==> config.mk <==
export PLATFORM = sky130hd
export DESIGN_NAME = stim_pwm_gen_flat
export DESIGN_NICKNAME = d
export VERILOG_FILES = /design/src/rtl/stim_pwm_pkg.sv /design/src/rtl/stim_pwm_gen_if.sv /design/src/rtl/stim_pwm_ch.sv /design/src/rtl/stim_pwm_gen.sv /design/src/flat_wrapper.sv
export SDC_FILE = /design/constraint.sdc
export NUM_CORES = 2
export LEC_CHECK = 0
export CORE_AREA = 4 4 314 193
export CTS_CLUSTER_DIAMETER = 120
export CTS_CLUSTER_SIZE = 24
export DETAILED_ROUTE_END_ITERATION = 12
export DIE_AREA = 0 0 318 197
export GPL_TIMING_DRIVEN = 0
export PLACE_DENSITY = 0.79
export SLEW_MARGIN = 0
export SYNTH_ARGS = -nofsm -noshare
export SYNTH_HDL_FRONTEND = slang
export SYNTH_SLANG_ARGS = --single-unit
==> constraint.sdc <==
create_clock -name emu_clk -period 3.5 [get_ports emu_clk]
set_input_delay 0.525 -clock emu_clk [delete_from_list [all_inputs] [get_ports emu_clk]]
set_output_delay 0.525 -clock emu_clk [all_outputs]
set_load 0.02 [all_outputs]
==> src/rtl/stim_pwm_pkg.sv <==
// Package: stim_pwm_pkg
// Shared constants for the PWM stimulus generator.
//   cfg_addr_e    : register select codes on the config bus
//   CTRL_EN       : CTRL bit that enables a channel
//   CTRL_ONESHOT  : CTRL bit that makes the channel stop after one period
//   ch_idx_w()    : width of the channel-select field (at least 1 bit)
package stim_pwm_pkg;

    typedef enum logic [2:0] {
        ADDR_PERIOD = 3'd0,
        ADDR_HIGH   = 3'd1,
        ADDR_PHASE  = 3'd2,
        ADDR_V_HI   = 3'd3,
        ADDR_V_LO   = 3'd4,
        ADDR_CTRL   = 3'd5
    } cfg_addr_e;

    localparam int CTRL_EN      = 0;
    localparam int CTRL_ONESHOT = 1;

    function automatic int ch_idx_w(input int n);
        return (n > 1) ? $clog2(n) : 1;
    endfunction

endpackage

==> src/rtl/stim_pwm_gen_if.sv <==
// Interface: stim_pwm_gen_if
// Config write bus for the PWM stimulus generator. One write per cycle,
// accepted when cfg_valid && cfg_ready.
//   cfg_valid : write request
//   cfg_ready : generator accepts writes (low during and just after reset)
//   cfg_ch    : target channel
//   cfg_addr  : register select (see cfg_addr_e)
//   cfg_data  : LSB-aligned write data
interface stim_pwm_gen_if #(
    parameter int N_CH  = 4,
    parameter int CFG_W = 32
);
    import stim_pwm_pkg::*;

    localparam int CH_W = ch_idx_w(N_CH);

    logic             cfg_valid;
    logic             cfg_ready;
    logic [CH_W-1:0]  cfg_ch;
    logic [2:0]       cfg_addr;
    logic [CFG_W-1:0] cfg_data;

    modport master (
        output cfg_valid, cfg_ch, cfg_addr, cfg_data,
        input  cfg_ready
    );

    modport slave (
        input  cfg_valid, cfg_ch, cfg_addr, cfg_data,
        output cfg_ready
    );

endinterface

==> src/rtl/stim_pwm_ch.sv <==
// Module: stim_pwm_ch
// One PWM channel: pending (shadow) and active period/high/phase/level
// registers, free-running period counter, commit and one-shot logic.
//   clk, rst  : clock, synchronous active-high reset
//   wr_en     : accepted config write addressed to this channel
//   wr_addr   : register select
//   wr_data   : write data
//   dig       : PWM bit (registered)
//   val       : signed output level, V_HI while dig=1 else V_LO (registered)
//   wrap      : one-cycle pulse after the counter's last count of a period
module stim_pwm_ch
    import stim_pwm_pkg::*;
#(
    parameter int CNT_W = 16,
    parameter int VAL_W = 16,
    parameter int CFG_W = 32
) (
    input  logic             clk,
    input  logic             rst,
    input  logic             wr_en,
    input  logic [2:0]       wr_addr,
    input  logic [CFG_W-1:0] wr_data,
    output logic             dig,
    output logic [VAL_W-1:0] val,
    output logic             wrap
);

    logic [CNT_W-1:0] pend_p, pend_h, pend_ph;
    logic [VAL_W-1:0] pend_vhi, pend_vlo;
    logic [CNT_W-1:0] act_p, act_h;
    logic [VAL_W-1:0] act_vhi, act_vlo;
    logic [CNT_W-1:0] cnt;
    logic [CNT_W-1:0] start_cnt;
    logic             en, oneshot;
    logic             ctrl_wr, rise, run, at_end, commit, dig_next;
    logic             unused_data;

    assign unused_data = ^wr_data;

    assign ctrl_wr  = wr_en && (wr_addr == ADDR_CTRL);
    assign rise     = ctrl_wr && wr_data[CTRL_EN] && !en;
    // A zero period makes an enabled channel look disabled.
    assign run      = en && (act_p != '0);
    assign at_end   = run && (cnt == act_p - CNT_W'(1));
    // Commit reads the pending registers before this cycle's write lands, so a
    // write in a wrap cycle waits for the following wrap. The rising-enable
    // cycle is covered because en is still 0 there.
    assign commit   = !run || at_end;
    // Start point uses the values being committed on this edge.
    assign start_cnt = (pend_ph < pend_p) ? pend_ph : '0;
    assign dig_next = run && (cnt < act_h);

    always_ff @(posedge clk) begin
        if (rst) begin
            pend_p   <= '0;
            pend_h   <= '0;
            pend_ph  <= '0;
            pend_vhi <= '0;
            pend_vlo <= '0;
        end else if (wr_en) begin
            case (wr_addr)
                ADDR_PERIOD: pend_p   <= wr_data[CNT_W-1:0];
                ADDR_HIGH:   pend_h   <= wr_data[CNT_W-1:0];
                ADDR_PHASE:  pend_ph  <= wr_data[CNT_W-1:0];
                ADDR_V_HI:   pend_vhi <= wr_data[VAL_W-1:0];
                ADDR_V_LO:   pend_vlo <= wr_data[VAL_W-1:0];
                default: ;
            endcase
        end
    end

    always_ff @(posedge clk) begin
        if (rst) begin
            act_p   <= '0;
            act_h   <= '0;
            act_vhi <= '0;
            act_vlo <= '0;
        end else if (commit) begin
            act_p   <= pend_p;
            act_h   <= pend_h;
            act_vhi <= pend_vhi;
            act_vlo <= pend_vlo;
        end
    end

    // A CTRL write wins over the one-shot self-clear landing on the same edge.
    always_ff @(posedge clk) begin
        if (rst) begin
            en      <= 1'b0;
            oneshot <= 1'b0;
        end else if (ctrl_wr) begin
            en      <= wr_data[CTRL_EN];
            oneshot <= wr_data[CTRL_ONESHOT];
        end else if (at_end && oneshot) begin
            en      <= 1'b0;
        end
    end

    always_ff @(posedge clk) begin
        if (rst) begin
            cnt <= '0;
        end else if (rise) begin
            cnt <= start_cnt;
        end else if (!run || at_end) begin
            cnt <= '0;
        end else begin
            cnt <= cnt + CNT_W'(1);
        end
    end

    always_ff @(posedge clk) begin
        if (rst) begin
            dig  <= 1'b0;
            val  <= '0;
            wrap <= 1'b0;
        end else begin
            dig  <= dig_next;
            val  <= dig_next ? act_vhi : act_vlo;
            wrap <= at_end;
        end
    end

endmodule

==> src/rtl/stim_pwm_gen.sv <==
// Module: stim_pwm_gen
// Multi-channel run-time programmable PWM stimulus source. Each channel
// drives a PWM bit and a signed fixed-point level for downstream analog models.
//   emu_clk : emulator clock
//   emu_rst : synchronous active-high reset
//   cfg     : config write bus (slave side)
//   dig     : PWM bit per channel
//   val     : signed level per channel, channel k at [k*VAL_W +: VAL_W]
//   wrap    : per-channel period-restart pulse
module stim_pwm_gen
    import stim_pwm_pkg::*;
#(
    parameter int N_CH  = 4,
    parameter int CNT_W = 16,
    parameter int VAL_W = 16,
    parameter int CFG_W = 32
) (
    input  logic                  emu_clk,
    input  logic                  emu_rst,
    stim_pwm_gen_if.slave         cfg,
    output logic [N_CH-1:0]       dig,
    output logic [N_CH*VAL_W-1:0] val,
    output logic [N_CH-1:0]       wrap
);

    localparam int CH_W = ch_idx_w(N_CH);

    logic            ready_q;
    logic [N_CH-1:0] wr_sel;

    // Registered so ready stays low for the cycle following a reset pulse.
    always_ff @(posedge emu_clk) begin
        if (emu_rst) begin
            ready_q <= 1'b0;
        end else begin
            ready_q <= 1'b1;
        end
    end

    assign cfg.cfg_ready = ready_q;

    // Out-of-range channel numbers match no strobe and are dropped.
    for (genvar k = 0; k < N_CH; k++) begin : g_ch
        assign wr_sel[k] = cfg.cfg_valid && ready_q && (cfg.cfg_ch == CH_W'(k));

        stim_pwm_ch #(
            .CNT_W (CNT_W),
            .VAL_W (VAL_W),
            .CFG_W (CFG_W)
        ) u_ch (
            .clk     (emu_clk),
            .rst     (emu_rst),
            .wr_en   (wr_sel[k]),
            .wr_addr (cfg.cfg_addr),
            .wr_data (cfg.cfg_data),
            .dig     (dig[k]),
            .val     (val[k*VAL_W +: VAL_W]),
            .wrap    (wrap[k])
        );
    end

endmodule

==> src/flat_wrapper.sv <==
// flat-port wrapper written by rule: the top's interface ports become plain ports
module stim_pwm_gen_flat import stim_pwm_pkg::*;
#(
    parameter int N_CH  = 4,
    parameter int CNT_W = 16,
    parameter int VAL_W = 16,
    parameter int CFG_W = 32
)
  (emu_clk, emu_rst, dig, val, wrap, cfg_cfg_valid, cfg_cfg_ch, cfg_cfg_addr, cfg_cfg_data, cfg_cfg_ready);
  stim_pwm_gen_if #(.N_CH(N_CH), .CFG_W(CFG_W)) cfg_i ();
  input  logic emu_clk;
  input  logic emu_rst;
  output logic [N_CH-1:0] dig;
  output logic [N_CH*VAL_W-1:0] val;
  output logic [N_CH-1:0] wrap;
  input wire logic [$bits(cfg_i.cfg_valid)-1:0] cfg_cfg_valid;
  input wire logic [$bits(cfg_i.cfg_ch)-1:0] cfg_cfg_ch;
  input wire logic [$bits(cfg_i.cfg_addr)-1:0] cfg_cfg_addr;
  input wire logic [$bits(cfg_i.cfg_data)-1:0] cfg_cfg_data;
  output wire logic [$bits(cfg_i.cfg_ready)-1:0] cfg_cfg_ready;
  assign cfg_i.cfg_valid = cfg_cfg_valid;
  assign cfg_i.cfg_ch = cfg_cfg_ch;
  assign cfg_i.cfg_addr = cfg_cfg_addr;
  assign cfg_i.cfg_data = cfg_cfg_data;
  assign cfg_cfg_ready = cfg_i.cfg_ready;
  stim_pwm_gen #(.N_CH(N_CH), .CNT_W(CNT_W), .VAL_W(VAL_W), .CFG_W(CFG_W)) u_core (.emu_clk(emu_clk), .emu_rst(emu_rst), .cfg(cfg_i), .dig(dig), .val(val), .wrap(wrap));
endmodule
==> flow_summary.yaml <==
critical_path:
  crit_path_end_kind: "flip-flop"
  worstPathRequired_ns: 3.96
  cp_slowest_cell: "or4b_4"
  critPathMaxFanout: 10
  critical_path_class: "flip-flop to flip-flop"
  path_common_cell: "buf_6"
  crit_chain: "inv_1 -> ha_4 -> xnor2_1 -> a211oi_1 -> o211ai_1 -> or4_4 -> or4b_4 -> nor4b_4 -> buf_6 -> nor2_1 -> buf_6 -> buf_8 -> mux2i_1"
  crit_arrival_ns: 3.90
  slowest_delay_ns: 0.56
  r2r_setup_slack_ns: 0.07
  cp-start-kind: "flip-flop"
final_layout:
  n_fill_cell: 4994
  finalInstanceArea_um2: 34500
  drive_above_1_share_pct: 3.45
  nets: 3968
  fin_util_pct: 60.2
  syn_to_final_growth_pct: 9.78
  final_cells: 4575
route:
  wl_um: 92000
  drt-wirelength-per-cell_um: 20.1
  dr.pass1.iters: 6
  drtAntennaViolNets: 0
  viasPerCell: 5.89
  drt_first_iter_violations: 3243
  drc: 0
  vias: 26955
place:
  place_hpwl_um: 68400
  routabilityCongestion: 0.960
  dp_slack_ns: -0.618
  place_area_um2: 33200
  place_inst: 4521
  port-buffer-count: 80
global_routing:
  overflow: 0
  groute.usage.overall_pct: 28.3
  grt_pass1_vias: 24636
  antenna_found_initial: 2
  grt_pass1_wl_um: 142000
  grt_max_degree: 25
synth:
  synth_area_um2: 31400
  ys_top_cells_by_area: "dfxtp_1 (46%), mux2i_1 (9.8%), nand2_1 (9.6%)"
  synthCells: 3671
  netlist.area_leader.share_pct: 46.0
  synthFlopType: "dfxtp_1"
  ys_types: 69
  synthMostInstantiatedCell: "nand2_1"
  syn_nets: 3843
  ys_warn_count: 0
  yosysSeqAreaShare_pct: 46.0
  synthArstFlopShare_pct: 0
  synth_edf_count: 0
  syn_area_per_cell_um2: 8.55
  yosysTopAreaCell: "dfxtp_1"
  ys_seq_elements: 721
  synth_common_cells: "nand2_1 (802), dfxtp_1 (721), a21oi_1 (368), nor2_1 (328), mux2i_1 (307)"
timing:
  fin_crit_ns: 3.43
  tightest_slew_ns: 1.23
  grt_setup_unrepaired: "yes"
  setup_viol: 0
  fin_skew_ns: 0.0314
  finalHoldViolations: 0
  max_freq_mhz: 291
  slew-limit-headroom_pct: 17.7
  drv_slew: 0
  setup_slack_ns: 0.0658
  fin_crit_sh_pct: 98.1
clocking:
  path_clk_slew_ns: 0.10
  cts_buffers: 36
  cts_tree: "done"
  clock_path_buffers: 3
  cts.htree.levels: 2
  cts_num_sinks: 721
  cts_root_buffer: "clkbuf_16"
  clock_latency_ns: 0.58
  ctsHoldBuffers: 0
outcome:
  status: "complete, no violations"
run:
  drv_cap: 0
die:
  die_h_um: 197
  rows: 68
  fp.dieArea_um2: 62600
  fp.dieW_um: 318
  coreArea_um2: 57300
  initial_core_util_pct: 54.8
  io_pins: 113
power_and_ir_drop:
  vdd_drop_max_mv: 0.330
  p_leak_nw: 12.6
  power.density_nw_per_um2: 388
  total_power_mw: 13.4
worst_hold_path:
  hold_path_class: "input port to flip-flop"
## registers in the layout, indices dropped and copies added (netlist names), 64 cells and up
signal,cells
u_core.g_ch.u_ch.act_vlo,64
u_core.g_ch.u_ch.act_vhi,64
u_core.g_ch.u_ch.pend_ph,64
u_core.g_ch.u_ch.val,64
u_core.g_ch.u_ch.pend_vhi,64
u_core.g_ch.u_ch.act_h,64
u_core.g_ch.u_ch.pend_p,64
u_core.g_ch.u_ch.pend_vlo,64
u_core.g_ch.u_ch.act_p,64
u_core.g_ch.u_ch.pend_h,64
u_core.g_ch.u_ch.cnt,64
## cell usage in the layout, fill, tap and decap left out, types with 5 or more instances in the layout
cell type	netlist	routed
a211oi_1	12	11
or4_1	12	11
nand4b_1	7	7
or3_1	7	7
inv_1	141	140
and3_1	24	24
buf_4	9	24
and4_1	5	5
clkbuf_16	0	37
a21o_1	39	38
a22o_1	14	14
nor2_1	328	328
o2bb2ai_1	35	35
nand2_1	802	802
o21ai_0	38	38
nor3_1	44	41
dfxtp_1	721	717
ha_1	132	131
nor2b_1	13	13
a31oi_1	7	7
nor3b_1	6	5
a21oi_1	368	368
o211ai_1	23	23
nand2b_1	21	21
clkbuf_1	198	186
clkbuf_2	0	8
xor2_1	66	66
nand3b_1	8	8
diode_2	0	6
o41ai_1	20	19
mux2i_1	307	307
xnor2_1	65	65
and2_1	9	9
nand4_1	27	27
buf_2	21	5
nand3_1	49	49
clkdlybuf4s50_1	0	80
nor4_1	22	18
buf_6	3	12
## worst max-delay path, delay by kind of cell (launching register included)
kind,cells,cell delay (ns)
fa+ha+maj,1,0.23
mux,1,0.13
xor+xnor,1,0.13
compound gates,2,0.36
buf+inv,4,0.68
flops,1,0.34
simple gates,4,1.46
## power by group
part / switching, mW / total, mW / leakage, nW / internal (mW)
combinational: 0.409 / 0.499 / 6.31 / 0.0904
sequential: 0.0191 / 8.24 / 5.81 / 8.22
clock: 2.69 / 4.63 / 0.478 / 1.93
## layer usage
layer | part of all wire [%] | vias up | global-route usage, % | routed length, um
li1 | - | 12568 | - | -
met5 | 0.030 | - | 0.519 | 28
met1 | 46 | 12821 | 44.1 | 42700
met2 | 38 | 1415 | 38.2 | 34800
met4 | 2.5 | 2 | 6.82 | 2320
met3 | 13 | 149 | 7.74 | 12200
## worst paths after layout
path                                                      start                               to  depth (start not counted)
worst min-delay path                           cfg_cfg_data[15]   u_core.g_ch[1].u_ch.pend_h[15]                          3
worst max register to register     u_core.g_ch[0].u_ch.act_p[1]   u_core.g_ch[0].u_ch.act_vhi[4]                         13
worst max-delay path               u_core.g_ch[0].u_ch.act_p[1]   u_core.g_ch[0].u_ch.act_vhi[4]                         13
worst min register to register  u_core.g_ch[2].u_ch.pend_vhi[1]  u_core.g_ch[2].u_ch.pend_vhi[1]                          2
## cell type report
cell class	instances	area [um^2]	share of cell area [%]
repair buffers	91	897	2.60
flip-flops and latches	721	14400	41.9
multi-input cells	2574	15600	45.3
clock buffers	38	930	2.70
plain buffers	231	1050	3.05
diodes	6	15.0	0.0435
inverters	141	529	1.54
well taps	770	963	2.79
clock inverters	3	47.5	0.138
## per-stage QoR
stage          TNS (ns)  hold WS [ns]
2_1_floorplan         0         0.435
3_3_place_gp    -100.72         0.443
3_5_place_dp    -106.76         0.447
4_1_cts               0         0.400
5_1_grt         -0.0986         0.415
6_report              0         0.402
## repair_timing
item / in CTS / in global routing
pin swaps: 5 / 6
cloned: 1 / 0
endpoints found under the setup margin: 311 / 315
gates resized for setup: 33 / 46
buffers inserted: 8 / 2
## cells by family (layout without fill, tap and decap cells)
family,Yosys count,after routing,synth area share [%]
AOI/OAI and AO/OA,598,598,11.5
xor gates and xnor gates,131,131,3.65
adders and majority gates,132,132,5.26
buffers and inverters,376,504,4.76
DFF,721,721,46.0
muxes,308,308,9.82
other,0,6,0
and+or+nand+nor,1405,1405,19.1
(Power assumes the default switching activity.)
